## src/rtl/tmds_ctrl_pkg.sv

```systemverilog
// ============================================================================
//  Module   : tmds_ctrl_pkg
//  Purpose  : Shared types and phase constants for the TMDS lane sequencer.
//  Revision : 1.0  initial release
// ============================================================================
`default_nettype none

package tmds_ctrl_pkg;

    typedef enum logic [1:0] {
        IDLE  = 2'd0,
        CTRL  = 2'd1,
        GUARD = 2'd2,
        VIDEO = 2'd3
    } state_t;

    localparam logic [1:0] BSEL_VIDEO = 2'b00;
    localparam logic [1:0] BSEL_CTRL  = 2'b01;
    localparam logic [1:0] BSEL_GUARD = 2'b10;

    localparam int unsigned WORD_BITS = 10;

    localparam logic [3:0] PH_D1 = 4'd0;
    localparam logic [3:0] PH_D2 = 4'd2;
    localparam logic [3:0] PH_S1 = 4'd4;
    localparam logic [3:0] PH_S2 = 4'd6;
    localparam logic [3:0] PH_SR = 4'd9;

endpackage

`default_nettype wire

```

## src/rtl/tmds_word_phase.sv

```systemverilog
// ============================================================================
//  Module   : tmds_word_phase
//  Purpose  : Mod-10 word phase counter with hold and synchronous clear.
//  Revision : 1.0  initial release
// ============================================================================
`default_nettype none

module tmds_word_phase
    import tmds_ctrl_pkg::*;
(
    input  logic       clk,
    input  logic       rst,
    input  logic       i_hold,
    output logic [3:0] o_bit_cnt,
    output logic [3:0] o_cnt_nxt,
    output logic       o_wrap
);
    logic [3:0] r_cnt;

    assign o_wrap    = !i_hold && (r_cnt == 4'(WORD_BITS - 1));
    assign o_cnt_nxt = (i_hold || o_wrap) ? 4'd0 : r_cnt + 4'd1;
    assign o_bit_cnt = r_cnt;

    always_ff @(posedge clk) begin
        if (rst) begin
            r_cnt <= 4'd0;
        end else begin
            r_cnt <= o_cnt_nxt;
        end
    end
endmodule

`default_nettype wire

```

## config.mk

```make
export PLATFORM = sky130hd
export DESIGN_NAME = tmds_word_phase
export DESIGN_NICKNAME = d
export VERILOG_FILES = /design/src/rtl/tmds_ctrl_pkg.sv /design/src/rtl/tmds_word_phase.sv
export SDC_FILE = /design/constraint.sdc
export NUM_CORES = 1
export LEC_CHECK = 0
export CORE_AREA = 5 5 42 44
export DETAILED_ROUTE_END_ITERATION = 10
export DIE_AREA = 0 0 47 49
export GPL_ROUTABILITY_DRIVEN = 1
export PLACE_DENSITY = 0.5
export SLEW_MARGIN = 20
export SYNTH_ARGS = -nofsm -noshare
export SYNTH_HDL_FRONTEND = slang
export SYNTH_SLANG_ARGS = --single-unit
```

## constraint.sdc

```tcl
create_clock -name clk -period 0.9 [get_ports clk]
set_input_delay 0.09 -clock clk [delete_from_list [all_inputs] [get_ports clk]]
set_output_delay 0.09 -clock clk [all_outputs]
set_load 0.03 [all_outputs]
```

==> results of run 1 <==
[report_power, final]
group	total [mW]	switching [mW]	internal, mW
Combinational	0.148	0.0692	0.0789
Sequential	0.180	0.00631	0.174
Clock	0.223	0.0739	0.149
Total	0.551	0.149	0.402
[cells in the final DEF (no fill, tap or decap), drive strengths merged]
cell type | netlist | routed
buf | 0 | 23
and4b | 1 | 1
inv | 1 | 1
nor3 | 4 | 4
clkbuf | 0 | 3
and2 | 1 | 1
dfxtp | 4 | 4
nor2 | 3 | 3
clkdlybuf4s50 | 0 | 2
ha | 2 | 2
nand2b | 1 | 1
a211oi | 2 | 2
nor3b | 1 | 1
o21bai | 1 | 1
nand2 | 2 | 2
nand3b | 1 | 1
a21oi | 1 | 1
[synthesized netlist by cell type, drive strengths merged]
| master | instances |
|---|---|
| nand3b | 1 |
| o21bai | 1 |
| dfxtp | 4 |
| nor3b | 1 |
| nor2 | 3 |
| and2 | 1 |
| a211oi | 2 |
| nand2 | 2 |
| ha | 2 |
| inv | 1 |
| nand2b | 1 |
| nor3 | 4 |
| a21oi | 1 |
| and4b | 1 |
[worst reg2reg max path, stage by stage (launching register included)]
cell,delay [ns]
dfxtp_4,0.35
inv_2,0.04
ha_4,0.16
nand2_4,0.07
nand3b_1,0.15
buf_4,0.18
a211oi_2,0.16
[kinds of logic (layout without fill, tap and decap cells)]
logic type / count (synthesis) / count (layout) / synth area share
compound gates: 4 / 4 / 0.149
fa+ha+maj: 2 / 2 / 0.114
buf+inv: 1 / 29 / 0.0171
flops: 4 / 4 / 0.366
simple gates: 14 / 14 / 0.354
[worst max path at each step]
stage / to / slack (ns) / cells after the start
floorplan: o_cnt_nxt[2] / -0.30 / 5
global placement: o_cnt_nxt[2] / -0.28 / 6
detailed placement: o_cnt_nxt[2] / -0.29 / 6
CTS: o_cnt_nxt[2] / -0.50 / 4
global route: o_cnt_nxt[2] / -0.54 / 6
finish: o_cnt_nxt[2] / -0.49 / 6
[routing by layer]
layer / up-vias / share of wire / GRT usage / routed length (µm)
met2: 10 / 0.54 / 0.118 / 413
met4: 0 / 0.025 / 0.0553 / 19
met5: - / 0 / 0 / 0
met1: 133 / 0.34 / 0.0771 / 259
met3: 4 / 0.089 / 0.0443 / 68
li1: 146 / - / - / -
[final cells by class]
| type | count | area share |
|---|---|---|
| Tap cell | 16 | 0.0314 |
| Multi-Input combinational cell | 20 | 0.394 |
| Timing Repair Buffer | 25 | 0.384 |
| Sequential cell | 4 | 0.149 |
| Clock buffer | 3 | 0.0353 |
| Inverter | 1 | 0.00588 |
[timing repair]
action	4_1_cts	5_1_grt
pin swaps	3	2
resized for setup	17	4
setup buffers	5	2
setup endpoints to repair	13	13
[metrics by stage]
stage          cell area [µm²]  hold WS, ns  TNS [ns]  total power, mW
5_1_grt                    638        0.556     -4.15            0.591
4_1_cts                    599        0.520     -3.63            0.550
3_5_place_dp               470        0.591     -1.79            0.294
6_report                   638        0.547     -3.53            0.551
3_3_place_gp               470        0.583     -1.70            0.293
2_1_floorplan              310        0.153     -1.74            0.242
==> reports/metrics.yaml, run 1 <==
clocking:
  worstSkewPairLatency_ns: 0.24
  cts_root_buffer: "clkbuf_4"
  cts_buffers: 3
  cts.htree.levels: 1
  cts_tree: "yes"
  clockBufferDepth: 2
  clkTransAtPathRegs_ns: 0.04
  ctsHoldBuffers: 0
  clkSinkCount: 4
worst_setup_path:
  regToRegSetupSlack_ns: -0.29
  start_kind: "flip-flop"
  setup.worst_path.class: "reg2out"
  worst_r2r_endpoint: "o_bit_cnt[2]"
  critPathMaxFanout: 4
  r2r_cells: 6
  crit_buf_inv: 2
  cp_cell_sequence: "inv_2 -> ha_4 -> nand2_4 -> nand3b_1 -> a21oi_4 -> buf_6"
  end_kind: "output pin"
  critPathMaxStageDelay_ns: 0.35
  worstSetupStartpoint: "o_bit_cnt[1]"
  cp.arrival_ns: 1.30
  cp_top_family: "flip-flops"
  cp.required_ns: 0.81
  cp_slowest_cell: "dfxtp_4"
  r2r-start: "o_bit_cnt[1]"
power:
  power_density_mw_per_mm2: 864
  vdd_ir_drop_max_uv: 853
  power.leakage_nw: 0.269
sta:
  final-hold-violation-count: 0
  finalSetupViolCount: 13
  slew_violations: 0
  rsz0062_at_grt: "true"
  period_share: 1.55
  slew_headroom: 0.834
  min_period_ns: 1.39
  tightest_slew_ns: 0.248
  finClkSkew_ns: 0.00654
  fin_ws_ns: -0.492
  max_freq_mhz: 718
synthesis:
  netlist_instances: 25
  netlist_area_um2: 219
  yosysTopAreaCellShare: 0.366
  avgSynthCellArea_um2: 8.76
  synth_warnings: 0
  synth_cell_type_count: 15
  synth_nets: 30
  yosys-top-cells-area: "dfxtp_1 (37%), ha_1 (11%), nor3_1 (9.1%)"
  ys_seq_area_frac: 0.366
  synth_top_area_cell: "dfxtp_1"
  yosys_register_bits: 4
finish:
  fillerInstances: 137
  n_antenna_cell: 0
  layout.cells.non_filler: 69
  multiInputGateArea_um2: 251
  drive_above_1_share: 0.887
  largest_reg_flops: 4
  final_nets: 60
  syn_to_final_growth_pct: 191
  seq_area_um2: 95.1
  post-route-util: 0.455
global_route:
  antenna_found_initial: 0
  grt_use_total: 0.0782
  grt_start_max_net_pins: 6
  gr-total-overflow: 0
  grt_pass1_wl_um: 1220
  grt_pass1_vias: 280
die:
  die_w_um: 47
  io_pins: 12
  rows: 14
  die_y_um: 49
  dieArea_mm2: 0.00230
  coreArea_mm2: 0.00140
  start_util: 0.156
status:
  status: "complete, but fails checks"
  violations: "setup timing"
run:
  cap_viol_max_count: 0
routing:
  wire_per_inst_um: 11.0
  drc: 0
  wl_um: 760
  first_pass_iters: 2
  ant_nets: 0
  num_vias: 293
  vias_per_cell: 4.25
  drt_iter0_drc: 1
hold_path:
  min_path_cells: 2
  hold_class: "in2reg"
  whs_endpoint: "o_bit_cnt[2]"
  min_from: "rst"
placement:
  place_congestion: 0.650
  dpl_worst_slack_ns: -0.286
  port_buffers: 11
  dp.cells: 59
Power figures use the tool's default switching activity.
==> inputs of run 2 (changes only) <==
Settings changed: CORE_AREA 5 5 42 44 to 2 2 39 41, CTS_BUF_LIST set to sky130_fd_sc_hd__clkbuf_4, CTS_CLUSTER_SIZE set to 10, DIE_AREA 0 0 47 49 to 0 0 41 43.
==> reports/metrics.yaml, run 2 (synthesized netlist as in run 1, its figures left out) <==
hold_path:
  hold_class: "in2reg"
  min_from: "rst"
finish:
  drive_above_1_share: 0.865
  multiInputGateArea_um2: 253
  layout_common_cells: "buf_6 (12), buf_4 (10), dfxtp_4 (4)"
  seq_area_um2: 95.1
  final_nets: 59
  final_common_cell: "buf_6"
  fillerInstances: 142
  syn_to_final_growth_pct: 185
  largest_reg_flops: 4
  layout.cells.non_filler: 68
  n_antenna_cell: 0
power:
  power_switching_mw: 0.153
  power_frac_seq: 0.328
  p_total_mw: 0.552
  power_frac_clock: 0.411
  vdd_ir_drop_max_uv: 667
  power_density_mw_per_mm2: 885
  p_comb_frac: 0.262
  power.leakage_nw: 0.260
  internal-power_mw: 0.399
  p_sw_frac: 0.277
sta:
  min_period_ns: 1.39
  final-hold-violation-count: 0
  finClkSkew_ns: 0.00637
  slew_headroom: 0.833
  tightest_slew_ns: 0.249
  max_freq_mhz: 717
  slew_violations: 0
  setup_tns_ns: -3.36
  rsz0062_at_grt: "true"
  fin_ws_ns: -0.495
  worst_hold_slack_ns: 0.547
  finalSetupViolCount: 12
  period_share: 1.55
clocking:
  worstSkewPairLatency_ns: 0.24
  cts_root_buffer: "clkbuf_4"
  cts.htree.levels: 1
  cts_tree: "yes"
  clkTransAtPathRegs_ns: 0.04
  ctsHoldBuffers: 0
  cts_buffers: 3
  clockBufferDepth: 2
  clkSinkCount: 4
worst_setup_path:
  cp.arrival_ns: 1.30
  cp_slowest_cell: "dfxtp_4"
  critPathMaxStageDelay_ns: 0.35
  setup.worst_path.class: "reg2out"
  r2r-start: "o_bit_cnt[1]"
  critPathMaxFanout: 4
  end_kind: "output pin"
  cp.required_ns: 0.81
  worstSetupStartpoint: "o_bit_cnt[1]"
  start_kind: "flip-flop"
  cp_cell_sequence: "inv_2 -> ha_4 -> nand2_4 -> nand3b_1 -> a21oi_4 -> buf_6"
global_route:
  grt_use_total: 0.111
  antenna_found_initial: 0
  grt_pass1_vias: 310
  grt_start_max_net_pins: 6
  grt_pass1_wl_um: 1340
  gr-total-overflow: 0
placement:
  hpwl_um: 564
  port_buffers: 11
  place_congestion: 0.729
  dp.cells: 60
die:
  die_y_um: 43
  rows: 14
  coreArea_mm2: 0.00138
  dieArea_mm2: 0.00176
  start_util: 0.158
  io_pins: 12
  die_w_um: 41
routing:
  vias_per_cell: 4.19
  wl_um: 788
  num_vias: 285
  drc: 0
  ant_nets: 0
  drt_iter0_drc: 0
  first_pass_iters: 1
  wire_per_inst_um: 11.6
status:
  violations: "setup timing"
  status: "complete, but fails checks"
run:
  cap_viol_max_count: 0
## run 2: changes by cell type in the layout (fill, tap and decap cells not counted)
cell,change
buf_6,-2
buf_4,+1
nor3_1,+1
nor3_2,-1
nor3b_2,-1
nor3b_4,+1
## run 2: what timing repair did
action,in CTS,in global routing
endpoints found under the setup margin,12,12
pin swaps,3,2
resized for setup,13,6
setup buffers,2,4
## run 2: final cells by class
type,count,share of cell area
repair buffers,24,0.369
inverters,1,0.00601
well taps,16,0.0321
clock buffers,3,0.0361
multi-input cells,20,0.405
flip-flops and latches,4,0.152
## run 2: stage by stage
| step | utilization | worst slack, ns | instance area [µm²] |
|---|---|---|---|
| 2_1_floorplan | - | -0.304 | 310 |
| 3_5_place_dp | 0.345 | -0.300 | 478 |
| 3_3_place_gp | 0.345 | -0.270 | 478 |
| 5_1_grt | 0.451 | -0.550 | 624 |
| 4_1_cts | 0.414 | -0.498 | 573 |
| 6_report | 0.451 | -0.495 | 624 |
## run 2: critical path, delay by kind of cell, from the launching register on
| kind | cells | cell delay [ns] |
|---|---|---|
| compound gates | 1 | 0.16 |
| fa+ha+maj | 1 | 0.17 |
| buf+inv | 2 | 0.18 |
| flops | 1 | 0.35 |
| simple gates | 2 | 0.21 |
## run 2: path summary, 6_finish.rpt
path                                     end  slack [ns]  cells after the start
worst max-delay path            o_cnt_nxt[2]       -0.49                      6
worst min-delay path            o_bit_cnt[2]        0.55                      2
worst max register to register  o_bit_cnt[1]       -0.29                      7
worst min register to register  o_bit_cnt[1]        0.61                      2
## run 2: power by group through the flow
| stage | sequential, mW | combinational [mW] | clock, mW |
|---|---|---|---|
| after detailed placement | 0.184 | 0.111 | 0 |
| after global routing | 0.182 | 0.153 | 0.256 |
| after floorplan | 0.194 | 0.0480 | 0 |
| after global placement | 0.183 | 0.109 | 0 |
| final | 0.181 | 0.144 | 0.227 |
| after CTS | 0.181 | 0.133 | 0.240 |
## run 2: per-layer routing
| metal | up-vias | share of wire | global-route usage |
|---|---|---|---|
| met3 | 0 | 0.081 | 0.0628 |
| met5 | - | 0 | 0 |
| li1 | 144 | - | - |
| met4 | 0 | 0 | 0 |
| met1 | 131 | 0.34 | 0.125 |
| met2 | 10 | 0.58 | 0.188 |
